`src/rtl/gate_equiv_sweeper.sv`:
```
// rtl/gate_equiv_sweeper.sv - exhaustive truth-table sweeper comparing two combinational implementations
// Optional macro STOP_ON_FAIL_EN: end the sweep at the first mismatching minterm.
module gate_equiv_sweeper #(
  parameter int N_IN   = 2,
  parameter int SETTLE = 1
) (
  input  logic            clk,
  input  logic            rst_n,
  input  logic            start,
  output logic [N_IN-1:0] stim,
  input  logic            res_a,
  input  logic            res_b,
  output logic            busy,
  output logic            done,
  output logic            pass,
  output logic            fail_seen,
  output logic [N_IN-1:0] first_fail,
  output logic [N_IN:0]   mismatch_cnt
);

  typedef enum logic [1:0] {IDLE, RUN, DONE} state_t;

  localparam logic [3:0] SETTLE_C = 4'(SETTLE);

  state_t          r_state,  w_state_nxt;
  logic [3:0]      r_cnt,    w_cnt_nxt;
  logic [N_IN-1:0] r_stim,   w_stim_nxt;
  logic [N_IN-1:0] r_ff,     w_ff_nxt;
  logic [N_IN:0]   r_mcnt,   w_mcnt_nxt;
  logic            r_busy,   w_busy_nxt;
  logic            r_done,   w_done_nxt;
  logic            r_pass,   w_pass_nxt;
  logic            r_fs,     w_fs_nxt;
  logic            w_mismatch;
  logic            w_last;
  logic            w_stop;

  assign w_mismatch = res_a ^ res_b;
  assign w_last     = &r_stim;

`ifdef STOP_ON_FAIL_EN
  assign w_stop = w_last | w_mismatch;
`else
  assign w_stop = w_last;
`endif

  always_ff @(posedge clk or negedge rst_n) begin
    if (!rst_n) begin
      r_state <= IDLE;
      r_cnt   <= '0;
      r_stim  <= '0;
      r_ff    <= '0;
      r_mcnt  <= '0;
      r_busy  <= 1'b0;
      r_done  <= 1'b0;
      r_pass  <= 1'b0;
      r_fs    <= 1'b0;
    end else begin
      r_state <= w_state_nxt;
      r_cnt   <= w_cnt_nxt;
      r_stim  <= w_stim_nxt;
      r_ff    <= w_ff_nxt;
      r_mcnt  <= w_mcnt_nxt;
      r_busy  <= w_busy_nxt;
      r_done  <= w_done_nxt;
      r_pass  <= w_pass_nxt;
      r_fs    <= w_fs_nxt;
    end
  end

  always_comb begin
    w_state_nxt = r_state;
    w_cnt_nxt   = r_cnt;
    w_stim_nxt  = r_stim;
    w_ff_nxt    = r_ff;
    w_mcnt_nxt  = r_mcnt;
    w_busy_nxt  = r_busy;
    w_done_nxt  = 1'b0;
    w_pass_nxt  = r_pass;
    w_fs_nxt    = r_fs;
    case (r_state)
      IDLE, DONE: begin
        if (start) begin
          w_state_nxt = RUN;
          w_cnt_nxt   = SETTLE_C;
          w_stim_nxt  = '0;
          w_ff_nxt    = '0;
          w_mcnt_nxt  = '0;
          w_busy_nxt  = 1'b1;
          w_pass_nxt  = 1'b0;
          w_fs_nxt    = 1'b0;
        end
      end
      RUN: begin
        if (r_cnt != 4'd0) begin
          w_cnt_nxt = r_cnt - 4'd1;
        end else begin
          if (w_mismatch) begin
            w_mcnt_nxt = r_mcnt + (N_IN+1)'(1);
            if (!r_fs) begin
              w_ff_nxt = r_stim;
              w_fs_nxt = 1'b1;
            end
          end
          // pass must account for the compare happening on this same edge
          if (w_stop) begin
            w_state_nxt = DONE;
            w_busy_nxt  = 1'b0;
            w_done_nxt  = 1'b1;
            w_pass_nxt  = ~(r_fs | w_mismatch);
          end else begin
            w_stim_nxt = r_stim + N_IN'(1);
            w_cnt_nxt  = SETTLE_C;
          end
        end
      end
      default: w_state_nxt = IDLE;
    endcase
  end

  assign stim         = r_stim;
  assign busy         = r_busy;
  assign done         = r_done;
  assign pass         = r_pass;
  assign fail_seen    = r_fs;
  assign first_fail   = r_ff;
  assign mismatch_cnt = r_mcnt;

endmodule

```
`config.mk`:
```
export PLATFORM = sky130hd
export DESIGN_NAME = gate_equiv_sweeper
export DESIGN_NICKNAME = d
export VERILOG_FILES = /design/src/rtl/gate_equiv_sweeper.sv
export SDC_FILE = /design/constraint.sdc
export NUM_CORES = 1
export LEC_CHECK = 0
export CELL_PAD_IN_SITES_DETAIL_PLACEMENT = 0
export CELL_PAD_IN_SITES_GLOBAL_PLACEMENT = 1
export CORE_MARGIN = 1.5
export CORE_UTILIZATION = 40
export CTS_CLUSTER_SIZE = 14
export DETAILED_ROUTE_END_ITERATION = 7
export PLACE_DENSITY_LB_ADDON = 0.25
export SETUP_SLACK_MARGIN = 0.3
export SLEW_MARGIN = 5
export SYNTH_ARGS = -nofsm -noshare
export SYNTH_HDL_FRONTEND = slang
export SYNTH_SLANG_ARGS = --single-unit
```
`constraint.sdc`:
```
create_clock -name clk -period 4.2 [get_ports clk]
set_input_delay 0.63 -clock clk [delete_from_list [all_inputs] [get_ports clk]]
set_output_delay 0.63 -clock clk [all_outputs]
set_load 0.01 [all_outputs]
```
After elaboration in Yosys (flattened, before gate mapping)
Index checks and enable logic that the tools add are counted.
- register bits after elaboration: 17
- input bits: 5
- word-level logic and storage cells: 69
- output and inout bits: 11
- mux-type cells: 34
- reductions and logical operators: 11
- equal/unequal tests: 9
- add/sub/neg operators: 3
- bitwise operators: 3
- operator list (cell ; count):
    2-bit 2-to-1 mux ; 9
    4-bit 2-to-1 mux ; 3
    2-bit != test (second input constant) ; 6
    2-bit one-hot mux with 2 select lines ; 3
    4-bit AND reduction ; 3
    1-bit 2-to-1 mux ; 11
    3-bit 2-to-1 mux ; 3
    4-bit one-hot mux with 2 select lines ; 1
    1-bit one-hot mux with 2 select lines ; 3
    3-bit one-hot mux with 2 select lines ; 1
    3-bit AND reduction ; 2
    5-bit AND reduction ; 1
    4-bit nonzero test ; 1
    4-bit by 1-bit subtractor with 4-bit output (second input constant) ; 1
    3-bit by 1-bit adder with 3-bit output (second input constant) ; 1
    3-bit != test (second input constant) ; 1
    2-bit by 1-bit adder with 2-bit output (second input constant) ; 1
    2-bit by 1-bit == test with 1-bit output (second input constant) ; 1
    2-bit == test (second input constant) ; 1
    2-bit zero test ; 1
    2-bit AND reduction ; 1
    2-bit nonzero test ; 1
    2-bit OR reduction ; 1
    1-bit NOT ; 1
    2 further kinds ; 2

Logic depth before layout (Yosys ltp)
- word-level depth: 6
- depth in mapped cells: 7

Worst setup path after synthesis
OpenSTA, ideal clock, no wires.
- path type: flip-flop to flip-flop
- from: register r_cnt[0]
- to: register r_ff[0], in the netlist first_fail[0]
- data arrival time: 1.459 ns
- required time: 4.078 ns
- path slack: 2.619 ns
- stages on the path, launching flop included: 7
- cells stage by stage: dfrtp_1 -> inv_1 -> ha_1 -> or3b_4 -> nor2_8 -> o22ai_2 -> a32o_1
- word-level cells in the longest chain between the ends: 3
- RTL lines (what ; line ; text):
    start: declaration ; 26 ; logic [3:0] r_cnt, w_cnt_nxt;
    start signal: assignment ; 60 ; r_cnt <= w_cnt_nxt;
    4-bit nonzero test ; 95 ; if (r_cnt != 4'd0) begin
    2-bit != test (no source line) ; n/a ;
    5-bit AND reduction (no source line) ; n/a ;
    end signal: assignment ; 62 ; r_ff <= w_ff_nxt;
    end: declaration ; 28 ; logic [N_IN-1:0] r_ff, w_ff_nxt;
Every way passes these cells.
A chain may end at the register's enable or synchronous reset.

Worst setup path after layout
- from: register r_stim[0], in the netlist stim[0]
- to: output stim[0]
- RTL lines (what ; line ; text):
    start: declaration ; 27 ; logic [N_IN-1:0] r_stim, w_stim_nxt;
    start signal: assignment ; 61 ; r_stim <= w_stim_nxt;
    end: declaration ; 10 ; output logic [N_IN-1:0] stim,
No word-level cell between the ends.

==> results.json <==
{
  "crit_fanout": 5,
  "antenna_left": 0,
  "netlist-cell-type-count": 28,
  "p_total_w": 0.000682,
  "p_seq_frac": 0.396,
  "p_per_area_nw_per_um2": 670,
  "rsz0062_at_grt": "no",
  "crit_type": "register to primary output",
  "clkPwrFrac": 0.129,
  "antenna_found_initial": 0,
  "die_h_um": 48.2,
  "cts_root_buf": "clkbuf_4",
  "outcome": "finished, final reports clean",
  "postCtsSetupBuffers": 0,
  "regArea_um2": 425,
  "cpLargestDelayFamily": "buffers and inverters",
  "htree_levels": 1,
  "synth_top_area_cell": "dfrtp_1",
  "yosysWarningCount": 0,
  "drc": 0,
  "max_cap_viol_count": 0,
  "clk_pin_slew_ns": 0.10,
  "max_freq_ghz": 0.524,
  "die_area_um2": 2320,
  "dr.pass1.iters": 4,
  "async_flop_share": 1.00,
  "cp_num_buf_inv": 1,
  "pin_count": 16,
  "synth.most_common_cell": "dfrtp_1",
  "finalSetupTns_ns": 0,
  "path_cells": "clkdlybuf4s50_1",
  "setup_viol_count_final": 0,
  "grt_pass1_wl_um": 2370,
  "ys_seq_elements": 17,
  "setup_ws_ns": 2.29,
  "critPathRequiredTime_ns": 3.57,
  "timing.final.hold_violations": 0,
  "synth_nets": 85,
  "ctsResizeCount": 0,
  "wire_per_inst_um": 12.4,
  "vias_per_cell": 4.88,
  "yosys.area.top_type_share": 0.521,
  "finalCritPeriodShare": 0.454,
  "cts_tree": "done",
  "grt_use_met3": 0.0222,
  "p_int_w": 0.000425,
  "start_util": 0.421,
  "grt_use_total": 0.150,
  "routed_wl_um": 1500,
  "slew_headroom": 0.495,
  "drt_iter0_drc": 10,
  "synth_area_leaders": "dfrtp_1 (52%), o21ai_0 (5.5%), ha_1 (4.6%), nand2_1 (3.7%), nor2_1 (2.8%)",
  "min_path_type": "register to register",
  "skew_ns": 0.00476,
  "rows": 16,
  "cts_hold_buf": 0,
  "hpwl_um": 1120,
  "p_switching_w": 0.000257,
  "core-area_um2": 1940,
  "synthTopCellsByCount": "dfrtp_1 (17), o21ai_0 (9), nand2_1 (8)",
  "ir_drop_mv": 0.335,
  "area_delta_synth_final_pct": 24.5,
  "cp-end-kind": "primary output",
  "grtUsageMet1": 0.208,
  "grt_overflow_total": 0,
  "die_w_um": 48.2,
  "finalCriticalPeriod_ns": 1.91,
  "grt_pass1_vias": 552,
  "grt_busiest_layer": "met2",
  "use_met2": 0.226,
  "pwr-share-comb": 0.475,
  "grt_max_degree": 18,
  "synth_ff_type": "dfrtp_1",
  "seq_area_frac_synth": 0.521,
  "synthCells": 77,
  "critical_path.max_stage_delay_ns": 0.56,
  "maxSlewViolCount": 0,
  "multi_input_area_um2": 370,
  "drive_gt1_frac": 0.0957,
  "cts_max_path_buffers": 2,
  "place_ws_ns": 2.04,
  "avgSynthCellArea_um2": 10.6,
  "fin_nets": 103,
  "cp_data_arrival_time_ns": 1.28,
  "clk_latency_ns": 0.29,
  "vias": 590,
  "nFillCells": 202,
  "numCtsBuffers": 3,
  "io_buffers": 15,
  "cts_num_sinks": 17,
  "synth.cell_area_um2": 817,
  "startpoint_type": "register",
  "gp_congestion": 0.719,
  "worst_slew_pin_slew_ns": 0.755,
  "leakage_nw": 0.471,
  "n_antenna_cell": 0,
  "sw_frac_of_total": 0.376,
  "slowest_stage": "clkdlybuf4s50_1",
  "synth-edff-count": 0
}
==> sequential cells by signal, indices dropped and copies added, names as in the netlist <==
register and cells:
busy 1, r_cnt 4, pass 1, fail_seen 1, stim 2, mismatch_cnt 3
done 1, first_fail 2, r_state 2
==> placed cells by master, fill, tap and decap left out <==
cell type and instances:
nor2_8 1, a22o_1 1, nand3_1 3, nor3b_1 2, nor3_2 1, mux2i_1 2, ha_1 3, dfrtp_1 17
clkbuf_1 1, xor2_1 1, nor2b_1 1, nor2_2 1, and2b_1 2, a32o_1 2, nor2_1 6, and3_1 1
o21ai_0 9, inv_1 3, clkdlybuf4s50_1 15, a21o_1 1, nor3_1 1, o21bai_1 1, mux2_2 1, nand2b_1 2
o22ai_2 1, or3b_4 1, o22ai_1 1, nand2_1 8, a21oi_1 2, clkbuf_4 3
==> metal layers <==
layer,vias up,wire length (um),part of all wire
met5,-,0,0
met3,2,30,0.020
met2,6,697,0.47
li1,299,-,-
met4,0,14,0.0094
met1,283,753,0.50
==> cell families after synthesis <==
kind of cell | Yosys count | synth area share
adder cells (fa/ha/maj) | 3 | 0.0459
flip-flops | 17 | 0.521
AND/OR/NAND/NOR | 30 | 0.214
XOR/XNOR | 1 | 0.0107
AO/OA/AOI/OAI | 18 | 0.144
buffers and inverters | 5 | 0.0260
multiplexers | 3 | 0.0383
==> metrics by stage <==
step	hold WS, ns	cells	area (um^2)	util
2_1_floorplan	0.334	77	817	-
3_3_place_gp	0.474	117	991	0.510
3_5_place_dp	0.478	117	991	0.510
4_1_cts	0.491	121	1020	0.524
5_1_grt	0.547	121	1020	0.524
6_report	0.484	121	1020	0.524
==> cell type report <==
type	instances	share of cell area
repair buffers	15	0.148
clock buffers	4	0.0258
inverters	3	0.0111
well taps	27	0.0332
flip-flops and latches	17	0.418
multi-input cells	55	0.364
==> power by group through the flow <==
stage / Clock [W] / Combinational [W] / Sequential [W]
6_report: 0.0000878 / 0.000324 / 0.000270
2_1_floorplan: 0 / 0.000199 / 0.000282
3_3_place_gp: 0 / 0.000324 / 0.000272
5_1_grt: 0.0000989 / 0.000365 / 0.000281
3_5_place_dp: 0 / 0.000327 / 0.000274
4_1_cts: 0.0000939 / 0.000328 / 0.000270
==> worst paths after layout <==
kind,start,to,cells after the start,slack [ns]
min in group asynchronous,rst_n,mismatch_cnt[0]$_DFFE_PN0P_,1,0.78
hold reg to reg,mismatch_cnt[2]$_DFFE_PN0P_,mismatch_cnt[2]$_DFFE_PN0P_,1,0.48
setup / recovery,stim[0]$_DFFE_PN0P_,stim[0],1,2.29
setup reg to reg,r_cnt[0]$_DFFE_PN0P_,first_fail[1]$_DFFE_PN0P_,6,2.48
max in group asynchronous,rst_n,busy$_DFFE_PN0P_,1,2.95
hold / removal,mismatch_cnt[2]$_DFFE_PN0P_,mismatch_cnt[2]$_DFFE_PN0P_,1,0.48
Note: power is estimated with default switching activity, not from simulation.
